[config.mk]
export PLATFORM = sky130hd
export DESIGN_NAME = mem_port_arbiter_flat
export DESIGN_NICKNAME = d
export VERILOG_FILES = /design/src/rtl/mem_arb_pkg.sv /design/src/rtl/mem_port_arbiter_if.sv /design/src/rtl/mem_arb_rr.sv /design/src/rtl/mem_port_arbiter.sv /design/src/flat_wrapper.sv
export SDC_FILE = /design/constraint.sdc
export NUM_CORES = 1
export LEC_CHECK = 0
export BUFFER_PORTS_ARGS = -buffer_cell sky130_fd_sc_hd__buf_2
export CORE_MARGIN = 2
export CORE_UTILIZATION = 41
export CTS_CLUSTER_DIAMETER = 200
export CTS_CLUSTER_SIZE = 24
export DETAILED_ROUTE_END_ITERATION = 16
export GPL_TIMING_DRIVEN = 0
export PLACE_DENSITY = 0.76
export SLEW_MARGIN = 25
export SYNTH_ARGS = -nofsm -noshare
export SYNTH_HDL_FRONTEND = slang
export SYNTH_SLANG_ARGS = --single-unit
[constraint.sdc]
create_clock -name clk -period 1.2 [get_ports clk]
set_clock_uncertainty 0.2 [all_clocks]
set_input_delay 0.12 -clock clk [delete_from_list [all_inputs] [get_ports clk]]
set_output_delay 0.12 -clock clk [all_outputs]
set_load 0.02 [all_outputs]
[src/rtl/mem_arb_pkg.sv]
// mem_arb_pkg: shared types and constants for the memory port arbiter
package mem_arb_pkg;
    localparam int WORDSIZE = 16;
    typedef enum logic [1:0] {IDLE, ISSUE, RESP} state_t;
    localparam logic REQ_A = 1'b0;
    localparam logic REQ_B = 1'b1;
endpackage

[src/rtl/mem_port_arbiter_if.sv]
// mem_port_arbiter_if: requester A/B handshakes plus the memory port-1 bus
interface mem_port_arbiter_if;
    import mem_arb_pkg::*;
    logic                A_REQ, A_WE, A_ACK, A_ERR;
    logic [WORDSIZE-1:0] A_ADDR, A_DIN, A_DOUT;
    logic                B_REQ, B_WE, B_ACK, B_ERR;
    logic [WORDSIZE-1:0] B_ADDR, B_DIN, B_DOUT;
    logic [WORDSIZE-1:0] MEM_ADDR, MEM_DIN, MEM_DOUT;
    logic                MEM_WE, MEM_EN;
    modport slave (
        input  A_REQ, A_WE, A_ADDR, A_DIN, B_REQ, B_WE, B_ADDR, B_DIN, MEM_DOUT, MEM_EN,
        output A_ACK, A_ERR, A_DOUT, B_ACK, B_ERR, B_DOUT, MEM_ADDR, MEM_DIN, MEM_WE
    );
    modport master (
        output A_REQ, A_WE, A_ADDR, A_DIN, B_REQ, B_WE, B_ADDR, B_DIN, MEM_DOUT, MEM_EN,
        input  A_ACK, A_ERR, A_DOUT, B_ACK, B_ERR, B_DOUT, MEM_ADDR, MEM_DIN, MEM_WE
    );
endinterface

[src/rtl/mem_arb_rr.sv]
// mem_arb_rr: two-way round-robin picker; the pointer only breaks ties
module mem_arb_rr
    import mem_arb_pkg::*;
(
    input  logic a_req,
    input  logic b_req,
    input  logic ptr,
    output logic gnt_id,
    output logic gnt_vld
);
    // a lone requester always wins; with both pending the pointer decides
    always_comb begin
        gnt_vld = a_req | b_req;
        gnt_id  = (a_req & b_req) ? ptr : (b_req ? REQ_B : REQ_A);
    end
endmodule

[src/rtl/mem_port_arbiter.sv]
// mem_port_arbiter: serialises requesters A and B onto the memory read/write port
module mem_port_arbiter
    import mem_arb_pkg::*;
(
    input logic               clk,
    input logic               rst_n,
    mem_port_arbiter_if.slave bus
);
    state_t              state_q, state_d;
    logic                ptr_q, ptr_d, win_q, win_d, en_q, en_d, we_q, we_d;
    logic                a_ack_q, a_ack_d, b_ack_q, b_ack_d, a_err_q, a_err_d, b_err_q, b_err_d;
    logic [WORDSIZE-1:0] addr_q, addr_d, din_q, din_d, a_dout_q, a_dout_d, b_dout_q, b_dout_d;
    logic [WORDSIZE-1:0] rdata, a_dout, b_dout;
    logic                gnt_id, gnt_vld;

    mem_arb_rr u_rr (
        .a_req   (bus.A_REQ),
        .b_req   (bus.B_REQ),
        .ptr     (ptr_q),
        .gnt_id  (gnt_id),
        .gnt_vld (gnt_vld)
    );

    // read data is only meaningful when the address was inside the window
    assign rdata  = en_q ? bus.MEM_DOUT : '0;
    // memory output is only valid in the ack cycle, so DOUT passes it through then and holds afterwards
    assign a_dout = a_ack_q ? rdata : a_dout_q;
    assign b_dout = b_ack_q ? rdata : b_dout_q;

    // next-state: grant in IDLE, capture the window flag in ISSUE, hand back in RESP
    always_comb begin
        state_d  = state_q;
        ptr_d    = ptr_q;
        win_d    = win_q;
        en_d     = en_q;
        we_d     = we_q;
        addr_d   = addr_q;
        din_d    = din_q;
        a_ack_d  = 1'b0;
        b_ack_d  = 1'b0;
        a_err_d  = 1'b0;
        b_err_d  = 1'b0;
        a_dout_d = a_dout;
        b_dout_d = b_dout;
        case (state_q)
            IDLE: if (gnt_vld) begin
                win_d   = gnt_id;
                addr_d  = (gnt_id == REQ_B) ? bus.B_ADDR : bus.A_ADDR;
                din_d   = (gnt_id == REQ_B) ? bus.B_DIN : bus.A_DIN;
                we_d    = (gnt_id == REQ_B) ? bus.B_WE : bus.A_WE;
                state_d = ISSUE;
            end
            ISSUE: begin
                en_d    = bus.MEM_EN;
                we_d    = 1'b0;
                a_ack_d = (win_q == REQ_A);
                b_ack_d = (win_q == REQ_B);
                a_err_d = (win_q == REQ_A) & ~bus.MEM_EN;
                b_err_d = (win_q == REQ_B) & ~bus.MEM_EN;
                state_d = RESP;
            end
            RESP: begin
                ptr_d   = ~win_q;
                state_d = IDLE;
            end
            default: state_d = IDLE;
        endcase
    end

    // state and registered outputs, synchronous active-low reset
    always_ff @(posedge clk) begin
        if (!rst_n) begin
            state_q  <= IDLE;
            ptr_q    <= REQ_A;
            win_q    <= REQ_A;
            en_q     <= 1'b0;
            we_q     <= 1'b0;
            addr_q   <= '0;
            din_q    <= '0;
            a_ack_q  <= 1'b0;
            b_ack_q  <= 1'b0;
            a_err_q  <= 1'b0;
            b_err_q  <= 1'b0;
            a_dout_q <= '0;
            b_dout_q <= '0;
        end else begin
            state_q  <= state_d;
            ptr_q    <= ptr_d;
            win_q    <= win_d;
            en_q     <= en_d;
            we_q     <= we_d;
            addr_q   <= addr_d;
            din_q    <= din_d;
            a_ack_q  <= a_ack_d;
            b_ack_q  <= b_ack_d;
            a_err_q  <= a_err_d;
            b_err_q  <= b_err_d;
            a_dout_q <= a_dout_d;
            b_dout_q <= b_dout_d;
        end
    end

    assign bus.MEM_ADDR = addr_q;
    assign bus.MEM_DIN  = din_q;
    assign bus.MEM_WE   = we_q;
    assign bus.A_ACK    = a_ack_q;
    assign bus.B_ACK    = b_ack_q;
    assign bus.A_ERR    = a_err_q;
    assign bus.B_ERR    = b_err_q;
    assign bus.A_DOUT   = a_dout;
    assign bus.B_DOUT   = b_dout;
endmodule
[src/flat_wrapper.sv]
// flat-port wrapper written by rule: the top's interface ports become plain ports
module mem_port_arbiter_flat import mem_arb_pkg::*;
  (clk, rst_n, bus_A_REQ, bus_A_WE, bus_A_ADDR, bus_A_DIN, bus_B_REQ, bus_B_WE, bus_B_ADDR, bus_B_DIN, bus_MEM_DOUT, bus_MEM_EN, bus_A_ACK, bus_A_ERR, bus_A_DOUT, bus_B_ACK, bus_B_ERR, bus_B_DOUT, bus_MEM_ADDR, bus_MEM_DIN, bus_MEM_WE);
  mem_port_arbiter_if bus_i ();
  input logic clk;
  input logic rst_n;
  input wire logic [$bits(bus_i.A_REQ)-1:0] bus_A_REQ;
  input wire logic [$bits(bus_i.A_WE)-1:0] bus_A_WE;
  input wire logic [$bits(bus_i.A_ADDR)-1:0] bus_A_ADDR;
  input wire logic [$bits(bus_i.A_DIN)-1:0] bus_A_DIN;
  input wire logic [$bits(bus_i.B_REQ)-1:0] bus_B_REQ;
  input wire logic [$bits(bus_i.B_WE)-1:0] bus_B_WE;
  input wire logic [$bits(bus_i.B_ADDR)-1:0] bus_B_ADDR;
  input wire logic [$bits(bus_i.B_DIN)-1:0] bus_B_DIN;
  input wire logic [$bits(bus_i.MEM_DOUT)-1:0] bus_MEM_DOUT;
  input wire logic [$bits(bus_i.MEM_EN)-1:0] bus_MEM_EN;
  output wire logic [$bits(bus_i.A_ACK)-1:0] bus_A_ACK;
  output wire logic [$bits(bus_i.A_ERR)-1:0] bus_A_ERR;
  output wire logic [$bits(bus_i.A_DOUT)-1:0] bus_A_DOUT;
  output wire logic [$bits(bus_i.B_ACK)-1:0] bus_B_ACK;
  output wire logic [$bits(bus_i.B_ERR)-1:0] bus_B_ERR;
  output wire logic [$bits(bus_i.B_DOUT)-1:0] bus_B_DOUT;
  output wire logic [$bits(bus_i.MEM_ADDR)-1:0] bus_MEM_ADDR;
  output wire logic [$bits(bus_i.MEM_DIN)-1:0] bus_MEM_DIN;
  output wire logic [$bits(bus_i.MEM_WE)-1:0] bus_MEM_WE;
  assign bus_i.A_REQ = bus_A_REQ;
  assign bus_i.A_WE = bus_A_WE;
  assign bus_i.A_ADDR = bus_A_ADDR;
  assign bus_i.A_DIN = bus_A_DIN;
  assign bus_i.B_REQ = bus_B_REQ;
  assign bus_i.B_WE = bus_B_WE;
  assign bus_i.B_ADDR = bus_B_ADDR;
  assign bus_i.B_DIN = bus_B_DIN;
  assign bus_i.MEM_DOUT = bus_MEM_DOUT;
  assign bus_i.MEM_EN = bus_MEM_EN;
  assign bus_A_ACK = bus_i.A_ACK;
  assign bus_A_ERR = bus_i.A_ERR;
  assign bus_A_DOUT = bus_i.A_DOUT;
  assign bus_B_ACK = bus_i.B_ACK;
  assign bus_B_ERR = bus_i.B_ERR;
  assign bus_B_DOUT = bus_i.B_DOUT;
  assign bus_MEM_ADDR = bus_i.MEM_ADDR;
  assign bus_MEM_DIN = bus_i.MEM_DIN;
  assign bus_MEM_WE = bus_i.MEM_WE;
  mem_port_arbiter u_core (.clk(clk), .rst_n(rst_n), .bus(bus_i));
endmodule
# Word-level counts from Yosys, hierarchy flattened
# Cells that the tools add are included.
totals:
  reg_bits: 74
  latchBits: 0
  ramBits: 0
  rom_bits: 0
  inputBits: 87
  wordCells: 39
  memories: 0
classes:
  n_addsub: 0
  mul: 0
  n_div: 0
  n_lt_le_gt_ge: 0
  eq_ne: 3
  shift: 0
  muxes: 12
  n_bitwise: 6
  reduce_logical: 5
ops:
  columns: ["cell", "count"]
  rows:
  - ["two-way mux 16 bit", 5]
  - ["AND reduction 2 bit", 3]
  - ["two-way mux 1 bit", 4]
  - ["case mux 2 bit (2 select lines)", 1]
  - ["bitwise AND 1 bit", 3]
  - ["equality test 2 x 1 -> 1 bit, second input constant", 1]
  - ["equality test 2 bit, second input constant", 1]
  - ["logical NOT 2 bit", 1]
  - ["two-way mux 2 bit", 1]
  - ["inequality test 2 x 1 -> 1 bit, second input constant", 1]
  - ["inverter 1 bit", 2]
  - ["case mux 1 bit (2 select lines)", 1]
  - ["nonzero test 2 bit", 1]
  - ["bitwise OR 1 bit", 1]

# Logic depth before layout (Yosys ltp)
# Gate-level depths: netlist (run 1).
depth:
  ltp_word: 5
  ltp_mapped: 6
  ltp_nobuf: 4

# Modules after synthesis
# A second synthesis (run 1) with hierarchy kept.
unflattened:
  hier_cells: 352
  area_unflattened_um2: 3201.8
by_module_without_submodules:
  columns: ["mod", "instances", "cells_per_inst", "area_per_inst_um2"]
  rows:
  - ["mem_port_arbiter", 1, 349, 3184.3]
  - ["mem_arb_rr", 1, 3, 17.5]

# Worst setup path after synthesis (run 1)
# No wires, ideal clock.
synth_timing:
  path_type: "flip-flop to flip-flop"
  start: "register u_core.b_ack_q (netlist: u_core.bus.B_ACK)"
  end: "register u_core.b_dout_q[0]"
  setup_ns: 0.115
  t_arrival_ns: 1.311
  t_required_ns: 0.885
  slack_ns: -0.426
  stages_incl_launch_ff: 4
  path_buffers: 1
  synth_period_minus_slack_ns: 1.626
  path_cell_list: "dfxtp_1 clkbuf_1 o21ai_0 and2_1"
synth_via:
  elab_chain_cells: 1
synth_rtl:
  columns: ["element", "line_no", "source"]
  rows:
  - ["start, declared", "mem_port_arbiter.sv:11", "logic a_ack_q, a_ack_d, b_ack_q, b_ack_d, a_err_q, a_err_d, b_err_q, b_err_d;"]
  - ["start signal, assigned", "mem_port_arbiter.sv:95", "b_ack_q <= b_ack_d;"]
  - ["two-way mux 16 bit", "mem_port_arbiter.sv:28", "assign b_dout = b_ack_q ? rdata : b_dout_q;"]
  - ["via bus_B_DOUT[0]", "flat_wrapper.sv:22", "output wire logic [$bits(bus_i.B_DOUT)-1:0] bus_B_DOUT;"]
  - ["end signal, assigned", "mem_port_arbiter.sv:99", "b_dout_q <= b_dout_d;"]
  - ["end, declared", "mem_port_arbiter.sv:12", "logic [WORDSIZE-1:0] addr_q, addr_d, din_q, din_d, a_dout_q, a_dout_d, b_dout_q, b_dout_d;"]
# The timed path passes the listed nets, and every way through them passes these cells.
# A chain may end at the register's enable or synchronous reset.

# Worst setup path in the final report (run 1)
layout_timing:
  start: "register u_core.a_ack_q (netlist: u_core.bus.A_ACK)"
  end: "output port bus_A_DOUT[6]"
layout_via:
  elab_chain_cells: 1
layout_rtl:
  columns: ["element", "line_no", "source"]
  rows:
  - ["start, declared", "mem_port_arbiter.sv:11", null]
  - ["start signal, assigned", "mem_port_arbiter.sv:94", "a_ack_q <= a_ack_d;"]
  - ["two-way mux 16 bit", "mem_port_arbiter.sv:27", "assign a_dout = a_ack_q ? rdata : a_dout_q;"]
  - ["end, declared", "flat_wrapper.sv:19", "output wire logic [$bits(bus_i.A_DOUT)-1:0] bus_A_DOUT;"]
# Every way passes these cells.

==> results of run 1 <==
## stage by stage
step | setup slack (ns) | instances | cell area (um2)
global route | -0.495 | 759 | 6750
floorplan | -0.0509 | 386 | 3360
global placement | -0.261 | 640 | 4260
detailed placement | -0.325 | 640 | 4260
CTS | -0.424 | 744 | 5960
finish | -0.463 | 759 | 6750
## power breakdown
part | total [mW] | switching [mW] | internal [mW]
clock network | 2.48 | 0.995 | 1.49
registers | 2.77 | 0.153 | 2.62
logic | 1.99 | 1.05 | 0.943
total | 7.24 | 2.19 | 5.05
## metal layers
| layer | vias to the layer above | GRT usage (%) | wire length (um) |
|---|---|---|---|
| met1 | 2071 | 35.8 | 5810 |
| met3 | 117 | 7.21 | 1690 |
| met4 | 0 | 16.0 | 1280 |
| met5 | - | 0 | 0 |
| met2 | 423 | 58.2 | 8690 |
| li1 | 1833 | - | - |
## worst paths after layout
check,start,endpoint,slack [ns],depth (start not counted)
worst max-delay path,u_core.bus.A_ACK,bus_A_DOUT[6],-0.46,4
worst min register to register,u_core.win_q,u_core.bus.A_ACK,0.32,1
worst min-delay path,bus_MEM_DOUT[11],u_core.b_dout_q[11],-0.02,4
worst max register to register,u_core.state_q[0],u_core.bus.MEM_DIN[7],-0.39,6
## registers in the layout (all words and copies together) (netlist names)
name,cells
u_core.bus.MEM_ADDR,16
u_core.ptr_q,1
u_core.b_dout_q,16
u_core.bus.B_ACK,1
u_core.bus.A_ACK,1
u_core.en_q,1
u_core.win_q,1
u_core.bus.MEM_WE,1
u_core.bus.A_ERR,1
u_core.a_dout_q,16
u_core.bus.B_ERR,1
u_core.state_q,2
u_core.bus.MEM_DIN,16
## placed cells by master (no fill, tap or decap), types with 2 or more instances in the layout
cell and n:
clkbuf_1 6, buf_6 55, dlygate4sd3_1 69, o21ai_4 26
clkinv_2 2, nand3_2 8, buf_8 8, nor2b_1 3
clkbuf_16 7, buf_2 95, nand2_1 64, o21ai_2 30
inv_2 2, o21ai_1 10, inv_1 34, a31oi_1 24
buf_4 41, buf_16 2, dfxtp_4 6, dfxtp_1 49
and2_4 9, nand3_4 23, buf_12 3, clkbuf_8 12
dfxtp_2 19, bufinv_16 3, mux2i_1 3, nor2_1 2
and2_1 23, a31oi_4 7
## cell families after synthesis
group | count (synthesis) | share of synthesized area [%]
AO/OA/AOI/OAI | 102 | 18.6
buffers and inverters | 66 | 9.15
flip-flops | 74 | 49.0
multiplexers | 3 | 0.993
AND/OR/NAND/NOR | 141 | 22.3
## area by class of cell
cell class	instances	share of cell area [%]
buffer	30	5.45
timing repair buffer	258	32.2
inverter	36	2.00
multi-input combinational	246	32.1
tap	99	1.83
clock buffer	11	2.24
sequential	74	22.6
clock inverter	5	1.48
## what timing repair did
action,4_1_cts,5_1_grt
hold endpoints to repair,58,0
gates resized for setup,169,158
setup endpoints to repair,100,126
hold buffers,69,0
pin swaps,4,6
setup buffers,11,11
cloned,8,6
## worst min-delay path, cell delays in order
cell	delay (ns)
buf_2	0.11
nand3_4	0.08
o21ai_4	0.07
and2_4	0.14
==> results.md, run 1 <==
- P&R area growth vs syn: 123%
- Avg Inst Size Synth: 7.83 um2
- Crit path cell chain: clkbuf_16 -> nand3_2 -> o21ai_2 -> buf_6
- Cell variety after synth: 23
- Synth top area share: 49.0%
- RSZ-0062 raised after global routing: yes
- CP startpoint kind: flop
- Top-count cell post-synth: dfxtp_1
- Critical path arrival: 1.34 ns
- Setup violators final: 111
- Layout cells sized above 1: 55.6%
- Ant diodes: 0
- Drt first pass iters: 7
- WL/cell: 23.0 um
- FF/Latch Area: 0.00153 mm2
- Status: finished with violations
- Multi-input logic area: 0.00217 mm2
- Number of I/O pins: 156
- Initial Utilization: 41.9%
- Buf/Inv on CP: 2
- Power, Total: 7.24 mW
- Final WS setup: -0.463 ns
- Max H-tree Level: 3
- Post-synth EDFFs: 0
- Row cnt: 31
- Initial DRC Count: 282
- Final hold viol count: 4
- CTS clk-pin slew, worst paths: 0.09 ns
- Seq cells post-synth: 74
- Post-Syn Nets: 473
- Cell Area, Synth: 0.00302 mm2
- Pins over their slew limit: 0
- Cell taking the most area after synthesis: dfxtp_1
- Synth warnings: 0
- Post-route ant nets: 0
- Total GRT Usage: 32.3%
- Slew headroom: 41.1%
- Post-Route WL: 17.5 mm
- Critical Path End Type: output pin
- Core Area: 0.00721 mm2
- CP max stage delay: 0.45 ns
- Fin nets: 742
- Worst-Margin Slew: 0.884 ns
- Via density: 5.86
- Slowest CP cell: dfxtp_4
- PortBufs: 155
- Largest vdd supply drop: 0.768 mV
- Die area: 0.00808 mm2
- Setup CP Type: flop to output pin
- HPWL Detailed: 6.65 mm
- Vias in the first global route: 4291
- Initial antenna violation count: 0
- Ranking of synthesized cells by area: dfxtp_1 49%, o21ai_0 9.3%, nand2_1 8.2%
- DR DRC count: 0
- Worst-path fanout max: 7
- Critical path's top delay family: flip-flops
- Ys flop type: dfxtp_1
- Latest clock arrival within the worst-skew pair: 0.36 ns
- Clock root cell: clkbuf_8
- Num CTS Buffers: 9
- Asr flop ratio synth: 0%
- PwrDens: 1070 mW/mm2
- Setup TNS: -25.68 ns
- HP Class: input port to flop
- Fin util: 93.6%
- First-pass GRT wire length: 21.2 mm
- # clock sinks: 74
- Seq/Total Area, Yosys: 49.0%
- Crit share post-route: 139%
- Max clock buf depth: 2
- CTS tree: done
- Post-Synthesis Cells: 386
- Failing checks: hold timing, setup timing
- Data required, critical path: 0.88 ns
- Die width: 89.9 um
- Largest net degree at the start of global routing: 13
- Layout fillers: 236
- Final hold slack: -0.0187 ns
- Gp weighted congestion: 0.843
- Total gr overflow: 0
- Max-cap violations: 0
- Fmax: 601 MHz
- DR vias: 4444
- Post-synth top cells: 74 x dfxtp_1, 66 x nand2_1, 56 x o21ai_0, 36 x inv_1
- Tmin final: 1.66 ns
- LEAKAGE: 2.79 nW
- Die H: 89.9 um
No activity file was read; power rests on OpenSTA's default activity.
==> run 2, diff against run 1 <==
Settings changed: CORE_UTILIZATION 41 to 42, CTS_BUF_LIST set to sky130_fd_sc_hd__clkbuf_4, PLACE_DENSITY 0.76 to 0.78.
==> results.md, run 2 <==
- Initial Utilization: 44.0% (was 41.9%)
- Worst EP Category: primary output
- Placed cells: 637 (was 640)
- HPWL Detailed: 6.86 mm (was 6.65 mm)
- Asr flop ratio synth: 0% (unchanged)
- Place WS: -0.265 ns (was -0.325 ns)
- Synth top area share: 49.0% (unchanged)
- Fail Step: global routing (5_1_grt)
- Top-count cell post-synth: dfxtp_1 (unchanged)
- Post-synth top cells: 74 x dfxtp_1, 66 x nand2_1, 56 x o21ai_0, 36 x inv_1 (unchanged)
- # clock sinks: 74 (unchanged)
- Ys flop type: dfxtp_1 (unchanged)
- Post-GRT worst EP: bus_A_DOUT[8]
- Avg Inst Size Synth: 7.83 um2 (unchanged)
- Cell taking the most area after synthesis: dfxtp_1 (unchanged)
- Synth warnings: 0 (unchanged)
- PortBufs: 155 (unchanged)
- Max H-tree Level: 3 (unchanged)
- Seq cells post-synth: 74 (unchanged)
- Status: stopped before the end (was finished with violations)
- Placed instance area: 0.00425 mm2 (was 0.00426 mm2)
- Ranking of synthesized cells by area: dfxtp_1 49%, o21ai_0 9.3%, nand2_1 8.2% (unchanged)
- Post-Syn Nets: 473 (unchanged)
- Cell variety after synth: 23 (unchanged)
- Max clock buf depth: 2 (unchanged)
- Row cnt: 30 (was 31)
- Post-Synthesis Cells: 386 (unchanged)
- Seq/Total Area, Yosys: 49.0% (unchanged)
- Cell Area, Synth: 0.00302 mm2 (unchanged)
- Clock root cell: clkbuf_4 (was clkbuf_8)
- Gp weighted congestion: 0.828 (was 0.843)
- Die H: 88.8 um (was 89.9 um)
- Largest net degree at the start of global routing: 14
- Num CTS Buffers: 9 (unchanged)
- Post-synth EDFFs: 0 (unchanged)
- Die width: 88.8 um (was 89.9 um)
- Run Error: [ERROR DPL-0038] Utilization greater than 100%, impossible to legalize
- Number of I/O pins: 156 (unchanged)
## run 2: cell counts after synthesis
Identical to the previous run, type by type.
## run 2: cells by family after synthesis
| family | after synthesis | synth area share, % |
|---|---|---|
| and+or+nand+nor | 141 | 22.3 |
| AOI/OAI and AO/OA | 102 | 18.6 |
| buffers and inverters | 66 | 9.15 |
| muxes | 3 | 0.993 |
| DFF | 74 | 49.0 |
## run 2: repair_timing
| item | in CTS |
|---|---|
| endpoints found under the setup margin | 134 |
| pin swaps | 4 |
| gates cloned | 6 |
| hold endpoints to repair | 69 |
| hold buffers | 70 |
| setup buffers | 26 |
| resized for setup | 282 |
## run 2: stage by stage
stage	util, %	setup TNS [ns]
CTS	90.9	-23.70
detailed placement	61.9	-13.39
global placement	61.9	-12.47
floorplan	-	-1.87
==> run 3, diff against run 2 <==
Settings changed: CORE_UTILIZATION 42 to 30, CTS_BUF_LIST sky130_fd_sc_hd__clkbuf_4 to unset, CTS_CLUSTER_DIAMETER 200 to unset, CTS_CLUSTER_SIZE 24 to unset, PLACE_DENSITY 0.78 to unset, PLACE_DENSITY_LB_ADDON set to 0.15.
Clock period 1.2 ns to 1.6 ns, I/O delays scaled along.
==> results.md, run 3 (synthesis gave the netlist of run 1 again) <==
- Status: finished with violations (was stopped before the end)
- Failing checks: setup timing
- Logic pwr share: 20.4%
- Placed cells: 674 (was 637)
- WL/cell: 14.1 um
- Power, Total: 4.70 mW
- Most frequent cells in the layout: 133 x buf_2, 74 x dlygate4sd3_1, 71 x dfxtp_1
- Initial DRC Count: 122
- Tmin final: 1.62 ns
- Final WS setup: -0.0214 ns
- Worst-Margin Slew: 0.424 ns
- Flop pwr share: 42.9%
- Commonest non-fill, non-tap cell in the layout: buf_2
- Die width: 104 um (was 88.8 um)
- Max-cap violations: 0
- Switching Share: 27.8%
- Number of I/O pins: 156 (unchanged)
- Row cnt: 36 (was 30)
- Critical Path End Type: output pin
- Setup CP Type: flop to output pin
- Core Area: 0.00977 mm2
- Layout fillers: 884
- Critical path arrival: 1.26 ns
- PwrDens: 834 mW/mm2
- PortBufs: 155 (unchanged)
- Post-Route WL: 10.8 mm
- Gp weighted congestion: 0.772 (was 0.828)
- Die area: 0.0109 mm2
- LEAKAGE: 2.48 nW
- P_sw: 1.30 mW
- FF/Latch Area: 0.00149 mm2
- Multi-input logic area: 0.00158 mm2
- Layout cells sized above 1: 39.8%
- Place WS: -0.0876 ns (was -0.265 ns)
- Largest net degree at the start of global routing: 13
- Initial Utilization: 30.9% (was 44.0%)
- Num CTS Buffers: 9 (unchanged)
- RSZ-0062 raised after global routing: yes
- Total gr overflow: 0
- Total GRT Usage: 19.3%
- Slew headroom: 71.7%
- Data required, critical path: 1.24 ns
- Clock power share: 36.7%
- Fmax: 617 MHz
- DR vias: 3570
- Largest vdd supply drop: 0.396 mV
- Die H: 104 um (was 88.8 um)
- CP startpoint kind: flop
- Crit share post-route: 101%
- Latest clock arrival within the worst-skew pair: 0.34 ns
- Internal power: 3.39 mW
- DR DRC count: 0
- Vias in the first global route: 3547
- # clock sinks: 74 (unchanged)
- Ant diodes: 0
- Via density: 4.65
- Drt first pass iters: 4
- Post-route ant nets: 0
- Clock root cell: clkbuf_8 (was clkbuf_4)
- CTS clk-pin slew, worst paths: 0.08 ns
- Fin nets: 717
- HPWL Detailed: 6.84 mm (was 6.86 mm)
- Non-filler cells, final: 768
- Pins over their slew limit: 0
- First-pass GRT wire length: 17.0 mm
- Max H-tree Level: 3 (unchanged)
- Worst-path fanout max: 7
- Max clock buf depth: 2 (unchanged)
- Setup violators final: 12
- CTS tree: done
- P&R area growth vs syn: 86.2%
- HP Class: input port to flop
- Initial antenna violation count: 0
- Final hold viol count: 0
[run 3: cell type report]
cell class / count / share of cell area, %
clock inverter: 4 / 1.29
inverter: 36 / 2.40
buffer: 29 / 4.60
multi-input combinational: 246 / 28.1
timing repair buffer: 234 / 31.1
sequential: 74 / 26.5
tap: 133 / 2.96
clock buffer: 12 / 2.93
[run 3: worst max-delay path, stage by stage (launching register included)]
cell and delay [ns]:
dfxtp_4 0.44, clkbuf_16 0.17, nand3_2 0.07, o21ai_2 0.09, buf_6 0.14
[run 3: stage by stage]
stage | TNS (ns) | hold slack [ns] | utilization, % | area, um2
finish | -0.142 | 0.00706 | 57.6 | 5630
global route | -1.71 | 0.00419 | 57.6 | 5630
CTS | -0.0934 | 0.0000382 | 54.1 | 5290
detailed placement | -0.850 | 0.163 | 40.6 | 3970
global placement | -0.835 | 0.163 | 40.6 | 3970
floorplan | -0.297 | 0.0316 | - | 3020
[run 3: final timing paths]
kind                     start                    end  slack, ns  cells past startpoint
max           u_core.bus.A_ACK         bus_A_DOUT[14]      -0.02                      4
min           bus_MEM_DOUT[15]    u_core.a_dout_q[15]      0.007                      4
max reg2reg  u_core.state_q[1]  u_core.bus.MEM_DIN[5]       0.07                      4
min reg2reg       u_core.win_q       u_core.bus.A_ACK       0.29                      1
[run 3: per-layer routing]
metal	share of wire [%]	wire, um	global-route usage [%]
met1	42	4570	23.1
met2	50	5430	33.0
met3	6.1	653	4.89
met4	1.3	138	7.63
met5	0	0	0
[run 3: power groups by stage]
stage,Combinational (mW),Clock [mW],Sequential [mW]
after floorplan,0.288,0,2.17
after global placement,0.720,0,2.05
after detailed placement,0.725,0,2.05
after CTS,0.901,1.75,2.01
after global routing,1.04,1.85,2.03
final,0.957,1.73,2.01
[run 3: what timing repair did]
item	CTS	global route
resized for setup	131	64
setup buffers	3	0
cloned	0	2
setup endpoints to repair	33	41
hold buffers	74	0
hold endpoints to repair	47	0
pin swaps	0	3
